==> src/rtl/putbits_packer.sv <==
// MSB-first bitstream writer: packs 0-32 bit codes into a 40-bit accumulator, emits bytes.
// Latency: byte valid the cycle after the accepting edge; backpressure via in_ready (fill<=8) and out_ready.
module putbits_packer (
  input  logic        clk,
  input  logic        rst,
  input  logic        in_valid,
  output logic        in_ready,
  input  logic [31:0] in_val,
  input  logic [5:0]  in_n,
  input  logic        flush_req,
  output logic        flush_done,
  output logic [7:0]  out_byte,
  output logic        out_valid,
  input  logic        out_ready,
  output logic [31:0] total_bits
);

  typedef enum logic {RUN, FLUSH} state_t;

  state_t      st;
  logic [39:0] acc;
  logic [5:0]  fill;

  logic        drain, accept;
  logic [5:0]  n_clamp, pad, shamt;
  logic [31:0] v;
  logic [39:0] acc_d, acc_n;
  logic [5:0]  fill_d, fill_ins, fill_n;

  assign in_ready  = (st == RUN) && (fill <= 6'd8);
  assign out_valid = (fill >= 6'd8);
  assign out_byte  = acc[39:32];

  assign drain  = out_valid && out_ready;
  assign accept = in_valid && in_ready;

  always_comb begin
    n_clamp = 6'd0;
    v       = 32'd0;
    shamt   = 6'd0;
    acc_d   = drain ? {acc[31:0], 8'd0} : acc;
    fill_d  = drain ? fill - 6'd8 : fill;
    acc_n   = acc_d;
    fill_ins = fill_d;
    if (accept) begin
      n_clamp = (in_n > 6'd32) ? 6'd32 : in_n;
      v = (n_clamp == 6'd32) ? in_val : (in_val & ((32'd1 << n_clamp) - 32'd1));
      // accept only when fill_d <= 8, so the shift stays within 0..40
      shamt    = 6'd40 - fill_d - n_clamp;
      acc_n    = acc_d | ({8'd0, v} << shamt);
      fill_ins = fill_d + n_clamp;
    end
    pad    = (6'd8 - {3'd0, fill_ins[2:0]}) & 6'd7;
    fill_n = fill_ins;
    if (st == RUN && flush_req) fill_n = fill_ins + pad;
  end

  always_ff @(posedge clk) begin
    if (rst) begin
      acc        <= 40'd0;
      fill       <= 6'd0;
      st         <= RUN;
      total_bits <= 32'd0;
      flush_done <= 1'b0;
    end else begin
      acc        <= acc_n;
      fill       <= fill_n;
      flush_done <= 1'b0;
      if (st == RUN) begin
        if (flush_req) begin
          total_bits <= total_bits + {26'd0, n_clamp} + {26'd0, pad};
          // nothing left to drain: complete immediately
          if (fill_n == 6'd0) flush_done <= 1'b1;
          else                st         <= FLUSH;
        end else begin
          total_bits <= total_bits + {26'd0, n_clamp};
        end
      end else if (fill_n == 6'd0) begin
        flush_done <= 1'b1;
        st         <= RUN;
      end
    end
  end

endmodule
==> config.mk <==
export PLATFORM = sky130hd
export DESIGN_NAME = putbits_packer
export DESIGN_NICKNAME = d
export VERILOG_FILES = /design/src/rtl/putbits_packer.sv
export SDC_FILE = /design/constraint.sdc
export NUM_CORES = 1
export LEC_CHECK = 0
export CAP_MARGIN = 20
export CORE_ASPECT_RATIO = 1.4
export CORE_UTILIZATION = 35
export CTS_CLUSTER_SIZE = 8
export DETAILED_ROUTE_END_ITERATION = 7
export PLACE_DENSITY = 0.64
export SLEW_MARGIN = 40
export SYNTH_ARGS = -nofsm -noshare
export SYNTH_HDL_FRONTEND = slang
export SYNTH_SLANG_ARGS = --single-unit
==> constraint.sdc <==
create_clock -name clk -period 16.1 [get_ports clk]
set_input_delay 4.83 -clock clk [delete_from_list [all_inputs] [get_ports clk]]
set_output_delay 4.83 -clock clk [all_outputs]
set_load 0.01 [all_outputs]
Yosys cells after proc, flatten, opt, wreduce, memory -nomap -nowiden
Cells that the tools add are included.
{"block": "word_totals", "wordCells": 43, "register_bits": 80}
{"block": "op_classes", "addsub": 9, "reduce_logical": 5, "shifts": 2, "eq_ne": 1, "n_lt_le_gt_ge": 3, "bitwise": 3, "mux": 15}
{"cell": "$mux W40", "count": 2}
{"cell": "$mux W32", "count": 2}
{"cell": "$or A40 B40 Y40", "count": 1}
{"cell": "$shl A32 B6 Y40", "count": 1}
{"cell": "$add A32 B3 Y32", "count": 1}
{"cell": "$add A32 B6 Y32", "count": 1}
{"cell": "$and A32 B32 Y32", "count": 1}
{"cell": "$shl A1 B6 Y32 const A", "count": 1}
{"cell": "$sub A32 B1 Y32 const B", "count": 1}
{"cell": "$mux W6", "count": 5}
{"cell": "$add A6 B3 Y6", "count": 1}
{"cell": "$add A6 B6 Y6", "count": 1}
{"cell": "$eq A6 B6 Y1 const B", "count": 1}
{"cell": "$ge A6 B4 Y1 const B", "count": 1}
{"cell": "$gt A6 B6 Y1 const B", "count": 1}
{"cell": "$le A6 B4 Y1 const B", "count": 1}
{"cell": "$logic_not A6 Y1", "count": 1}
{"cell": "$mux W1", "count": 6}
{"cell": "$sub A6 B4 Y6 const B", "count": 1}
{"cell": "$sub A6 B6 Y6", "count": 1}
{"cell": "$sub A6 B6 Y6 const A", "count": 1}
{"cell": "$logic_and A1 B1 Y1", "count": 4}
{"cell": "$sub A1 B3 Y3 const A", "count": 1}
{"cell": "$not A1 Y1", "count": 1}

Depth between registers and ports, before layout
Gate-level depths: netlist (run 1).
{"block": "depth", "depth_word": 12, "ltp_mapped": 23}

Worst setup path before layout (run 1)
OpenSTA, ideal clock, no wires.
{"block": "synth_path", "path_kind": "input to register", "from": "input port in_n[5]", "to": "register total_bits[27]", "path_stages": 23, "required_ns": 16.029, "arrival_time_ns": 9.137, "slack_ns": 6.893, "path_cell_list": "buf_2 > inv_1 > clkbuf_1 > nand2_1 > inv_1 > ha_1 > inv_1 > fa_1 > xnor2_1 > mux2i_1 > inv_1 > ha_1 > inv_1 > ha_1 > nand3_1 > a21bo_2 > a31oi_1 > nand2_1 > nor4_4 > nand3_1 > o31a_1 > or3_1 > a21oi_1"}
{"block": "synth_via", "elab_chain_cells": 7}
{"element": "start: declaration", "line_no": "9", "rtl": "input logic [5:0] in_n,"}
{"element": "$gt A6 B6 Y1", "line_no": "46", "rtl": "n_clamp = (in_n > 6'd32) ? 6'd32 : in_n;"}
{"element": "$mux W6 *", "line_no": "46"}
{"element": "$add A6 B6 Y6", "line_no": "51", "rtl": "fill_ins = fill_d + n_clamp;"}
{"element": "$mux W6", "line_no": "45", "rtl": "if (accept) begin"}
{"element": "$sub A1 B3 Y3", "line_no": "53", "rtl": "pad = (6'd8 - {3'd0, fill_ins[2:0]}) & 6'd7;"}
{"element": "$add A32 B3 Y32", "line_no": "71", "rtl": "total_bits <= total_bits + {26'd0, n_clamp} + {26'd0, pad};"}
{"element": "$mux W32 *", "line_no": "70", "rtl": "if (flush_req) begin"}
{"element": "end signal: assignment", "line_no": "71"}
{"element": "end signal: assignment", "line_no": "76", "rtl": "total_bits <= total_bits + {26'd0, n_clamp};"}
{"element": "end: declaration", "line_no": "15", "rtl": "output logic [31:0] total_bits"}
Every way passes the cells marked *; elsewhere a longest branch is shown, timed or not.
A chain may end at the register's enable or synchronous reset.

Worst setup path after layout (run 1)
{"block": "layout_path", "from": "input port in_n[1]", "to": "register total_bits[27]"}
Same word-level chain as after synthesis.

==> results_dict.tcl, run 1 <==
set metrics [dict create \
    die_area_um2 25500 \
    layout.nets 1295 \
    grt_max_degree 64 \
    cts_setup_buffers 0 \
    grt_pass1_vias 8564 \
    tns_ns 0 \
    fin_crit_sh_pct 63.6 \
    synthTopCellsByArea "dfxtp_1 (18%), mux2i_1 (6.9%), nand2_1 (5.9%)" \
    routed_via_density 5.94 \
    start_util_pct 36.0 \
    rsz0062_at_grt "false" \
    worstSetupPathType "input pin to flip-flop" \
    start_kind "input pin" \
    synth_edf_count 0 \
    ios 86 \
    antenna_cells 0 \
    worst_ir_drop_vdd_uv 74.2 \
    routabilityCongestion 0.949 \
    drc_errors 0 \
    netlist.area_leader.share_pct 18.4 \
    report.final.setup_viol 0 \
    die_x_um 135 \
    vias 9106 \
    hp-class "flip-flop to flip-flop" \
    synth_seq_area_share_pct 18.4 \
    hold_viol_final 0 \
    syn_avg_cell_area_um2 7.20 \
    fin_crit_ns 10.24 \
    endpoint_kind "flip-flop" \
    synth_nets 1283 \
    syn_inst 1208 \
    ys_warn_count 0 \
    critPathRequiredTime_ns 16.37 \
    track_usage_pct 21.6 \
    wl_per_cell_um 17.8 \
    fin_skew_ns 0.00688 \
    cts_hold_buf 0 \
    syn_area_um2 8700 \
    clkTransAtPathRegs_ns 0.06 \
    io_buffers 85 \
    clkLatencyLatePin_ns 0.34 \
    dr.pass1.iters 7 \
    area.growth.synth_to_final_pct 14.6 \
    slew-limit-headroom_pct 43.5 \
    drt_iter0_drc 588 \
    synth_area_leader_cell "dfxtp_1" \
    totalWireLength_um 27300 \
    critical_path_peak_fanout 25 \
    hold-worst-slack_ns 0.467 \
    ys.flop_type "dfxtp_1" \
    die_h_um 189 \
    clock.fmax_mhz 97.6 \
    cts_made_buffers 9 \
    outcome "finished, final reports clean" \
    drtAntennaViolNets 0 \
    synth-seq-cells 80 \
    antenna_found_initial 0 \
    design.core.area_um2 24100 \
    rows 67 \
    cts.path.max_buffers 2 \
    htreeDepth 3 \
    cts_resized 0 \
    report.final.slew_viol_count 0 \
    cp_data_arrival_time_ns 10.51 \
    dp_hpwl_um 20900 \
    grt_pass1_wl_um 44600 \
    drive_above_1_share_pct 6.45 \
    worstMarginPinSlew_ns 0.847 \
    grt.overflow.total 0 \
    powerDensity_nw_per_um2 132 \
    cts_tree "yes" \
    p_leak_uw 0.00373 \
    synth.most_common_cell "nand2_1" \
    max_cap_violations 0 \
    clockRootBuffer "clkbuf_16" \
    cts_sinks 80 \
    synth_async_sr_flop_share_pct 0 \
    synth_common_cells "nand2_1 (136), nor2_1 (113), a21oi_1 (80), dfxtp_1 (80), o21ai_0 (79)" \
    synth_cell_types 89 \
]
cell usage in the layout (no fill, tap or decap), types with 9 or more instances in the layout:
cell / netlist / final
and2_1: 14 / 14
a21oi_1: 80 / 79
o211ai_1: 15 / 15
nor2b_1: 18 / 18
or3_1: 17 / 17
nand3_1: 30 / 30
a21o_1: 16 / 16
buf_4: 9 / 14
a31oi_1: 35 / 35
and3_1: 10 / 10
o21a_1: 9 / 9
nand4_1: 21 / 21
mux2_2: 15 / 15
mux2i_1: 60 / 60
nand2_1: 136 / 136
ha_1: 28 / 28
clkbuf_16: 0 / 9
o22ai_1: 13 / 13
xnor2_1: 34 / 33
o21ai_0: 79 / 79
clkdlybuf4s50_1: 0 / 84
inv_1: 54 / 54
a211oi_1: 20 / 20
nor2_1: 113 / 113
nor3_1: 28 / 27
dfxtp_1: 80 / 80
power breakdown:
part / leakage [µW] / internal [µW] / total (µW) / switching (µW)
sequential: 0.000649 / 237 / 264 / 27.0
combinational: 0.00292 / 316 / 815 / 499
clock: 0.000163 / 155 / 235 / 80.3
total: 0.00373 / 708 / 1310 / 606
through the flow:
step                      cell area (µm²)  util (%)  power, µW  worst slack (ns)  cells
after global routing                 9960      41.3       1410              5.47   1534
after global placement               9620      39.8       1070              5.79   1519
after floorplan                      8700         -        861              6.89   1208
after detailed placement             9630      39.9       1070              5.62   1519
final                                9960      41.3       1310              5.86   1534
after CTS                            9960      41.3       1310              5.97   1534
worst paths after layout:
| kind | start | endpoint | slack, ns | depth (start not counted) |
|---|---|---|---|---|
| max | in_n[1] | total_bits[27]$_SDFFE_PP0N_ | 5.86 | 20 |
| min | acc[11]$_SDFF_PP0_ | acc[19]$_SDFF_PP0_ | 0.47 | 2 |
| max reg2reg | fill[1]$_SDFF_PP0_ | total_bits[27]$_SDFFE_PP0N_ | 10.97 | 13 |
| min reg2reg | acc[11]$_SDFF_PP0_ | acc[19]$_SDFF_PP0_ | 0.47 | 2 |
worst max-delay path, stage by stage:
cell,delay (ns)
clkdlybuf4s50_1,0.99
inv_1,0.27
nor2_1,0.28
inv_1,0.12
fa_1,0.44
xnor2_1,0.14
mux2i_1,0.39
inv_1,0.09
ha_1,0.34
inv_1,0.07
ha_1,0.34
nand3_1,0.10
a21bo_2,0.22
a31oi_1,0.37
nand2_1,0.22
nor4_4,0.32
nand3_1,0.23
o31a_1,0.32
or3_1,0.30
a21oi_1,0.13
area by class of cell:
type                       count  area, µm²
clock buffer                  12        246
clock inverter                 3       90.1
fill                        2527      14200
inverter                      56        210
multi-input combinational    974       6470
sequential                    80       1600
tap                          310        388
timing repair buffer          99        951
metal layers:
metal	routed length [µm]	vias to the layer above	GRT usage, %
met5	0	-	0
met4	1240	0	11.1
met3	1310	76	2.37
met2	13200	342	36.6
met1	11600	4244	26.7
li1	-	4444	-
sequential cells by signal (all words and copies together), names as in the netlist:
| register | cells |
|---|---|
| acc | 40 |
| total_bits | 32 |
| fill | 6 |
| flush_done | 1 |
| st | 1 |
logic make-up (layout without fill, tap and decap cells):
group | count (synthesis) | in the layout | synth area share [%]
multiplexers | 81 | 81 | 10.2
AND/OR/NAND/NOR | 443 | 443 | 25.3
buffers and inverters | 154 | 170 | 7.40
adder cells (fa/ha/maj) | 32 | 32 | 4.95
flip-flops | 80 | 80 | 18.4
AO/OA/AOI/OAI | 375 | 375 | 29.0
XOR/XNOR | 43 | 43 | 4.65
(Power assumes the default switching activity.)
==> run 2, diff against run 1 <==
Settings changed: PLACE_DENSITY 0.64 to 0.66.
Clock period 16.1 ns to 8.35 ns, I/O delays scaled along.
==> results_dict.tcl, run 2 (synthesis gave the netlist of run 1 again) <==
set metrics [dict create \
    outcome "finished, final reports clean" \
    multi_input_area_um2 6480 \
    grt_pass1_vias 8477 \
    critPathRequiredTime_ns 8.62 \
    rows 67 \
    drc_errors 0 \
    cp_data_arrival_time_ns 7.63 \
    p_leak_uw 0.00376 \
    reg2reg_depth 15 \
    htreeDepth 3 \
    area.growth.synth_to_final_pct 15.3 \
    critical_path_peak_fanout 21 \
    grt_max_degree 62 \
    tns_ns 0 \
    powerDensity_nw_per_um2 253 \
    fin_skew_ns 0.00574 \
    die_x_um 135 \
    start_util_pct 36.0 \
    fin_total_pwr_uw 2540 \
    cts_sinks 80 \
    clockRootBuffer "clkbuf_16" \
    rsz0062_at_grt "false" \
    hp-class "flip-flop to flip-flop" \
    cts_resized 0 \
    endpoint_kind "flip-flop" \
    worstSetupPathType "input pin to flip-flop" \
    clkLatencyLatePin_ns 0.35 \
    drt_iter0_drc 633 \
    worstMarginPinSlew_ns 0.824 \
    worst_ir_drop_vdd_uv 185 \
    fillers 2558 \
    routabilityCongestion 0.932 \
    report.final.slew_viol_count 0 \
    largest_register_ffs 40 \
    regArea_um2 1600 \
    cts_tree "yes" \
    io_buffers 85 \
    cts.path.max_buffers 2 \
    routed_via_density 5.94 \
    totalWireLength_um 26700 \
    r2r_slack_ns 3.34 \
    antenna_found_initial 0 \
    clock.fmax_mhz 136 \
    grt.overflow.total 0 \
    max_cap_violations 0 \
    hold_viol_final 0 \
    dp_hpwl_um 20600 \
    grt_pass1_wl_um 43400 \
    report.final.setup_viol 0 \
    design.core.area_um2 24100 \
    drtAntennaViolNets 0 \
    wl_per_cell_um 17.3 \
    slew-limit-headroom_pct 44.7 \
    track_usage_pct 20.9 \
    start_kind "input pin" \
    largest-register "acc" \
    antenna_cells 0 \
    clkTransAtPathRegs_ns 0.06 \
    die_h_um 189 \
    reg2reg_from "st$_SDFF_PP0_" \
    vias 9156 \
    fin_crit_sh_pct 88.1 \
    drive_above_1_share_pct 7.06 \
    hold-worst-slack_ns 0.466 \
    die_area_um2 25500 \
    cts_setup_buffers 0 \
    rr_endpoint "total_bits[20]$_SDFFE_PP0N_" \
    layout_commonest_cell "nand2_1" \
    dr.pass1.iters 5 \
    crit_start "in_n[5]" \
    cts_made_buffers 9 \
    crit_path_end "total_bits[27]$_SDFFE_PP0N_" \
    reg.largest.list "acc (40), total_bits (32), fill (6)" \
    ios 86 \
    cts_hold_buf 0 \
    layout.nets 1303 \
    fin_crit_ns 7.36 \
    final_cell_mix "nand2_1 (136), nor2_1 (113), clkdlybuf4s50_1 (84)" \
]
-- run 2: cell count changes in the layout (fill, tap and decap cells not counted) --
cell	delta
nor4_1	-1
clkinv_1	+1
nor3_2	-1
nor3_1	+1
inv_1	-1
nor4_2	+1
buf_4	+8
-- run 2: power by group --
group | total [µW] | internal, µW | leakage (µW) | switching [µW]
clock | 457 | 299 | 0.000163 | 158
combinational | 1570 | 613 | 0.00295 | 957
sequential | 511 | 458 | 0.000649 | 53.0
total | 2540 | 1370 | 0.00376 | 1170
-- run 2: worst min-delay path by stage --
stage	depth (start not counted)	to	slack [ns]	from
after floorplan	2	acc[16]$_SDFF_PP0_	0.45	acc[16]$_SDFF_PP0_
after global placement	2	acc[16]$_SDFF_PP0_	0.46	acc[16]$_SDFF_PP0_
after detailed placement	2	acc[16]$_SDFF_PP0_	0.47	acc[16]$_SDFF_PP0_
after CTS	2	acc[19]$_SDFF_PP0_	0.47	acc[11]$_SDFF_PP0_
after global routing	2	acc[16]$_SDFF_PP0_	0.49	acc[16]$_SDFF_PP0_
final	2	acc[19]$_SDFF_PP0_	0.47	acc[11]$_SDFF_PP0_
-- run 2: metrics by stage --
step,worst slack (ns),cell area (µm²),instances,utilization (%)
after detailed placement,0.683,9680,1527,40.1
after floorplan,1.47,8700,1208,-
after global placement,0.795,9680,1527,40.1
after global routing,0.559,10000,1542,41.5
after CTS,1.04,10000,1542,41.5
final,0.994,10000,1542,41.5
-- run 2: per-layer routing --
layer  global-route usage, %  vias to the layer above  wire length [µm]
li1                        -                     4468                 -
met1                    25.4                     4235             11300
met2                    36.1                      371             12900
met3                    1.83                       82              1300
met4                    11.5                        0              1240
met5                       0                        -                 0
-- run 2: cell type report --
cell class	instances	area share, %
clock buffer	12	2.46
clock inverter	3	0.899
inverter	56	2.10
multi-input combinational	974	64.6
sequential	80	16.0
tap	310	3.87
timing repair buffer	107	10.1
-- run 2: worst max-delay path: stages --
cell	delay, ns
clkdlybuf4s50_1	0.47
buf_4	0.24
inv_1	0.08
nand2_1	0.11
inv_1	0.05
ha_1	0.19
inv_1	0.07
fa_1	0.44
nor2_1	0.12
a21oi_1	0.11
ha_1	0.29
ha_1	0.34
inv_1	0.08
ha_1	0.34
nand3_1	0.10
a21bo_2	0.22
a31oi_1	0.33
nand2_1	0.21
nor4_4	0.32
nand3_1	0.24
o31a_1	0.33
or3_1	0.30
a21oi_1	0.14
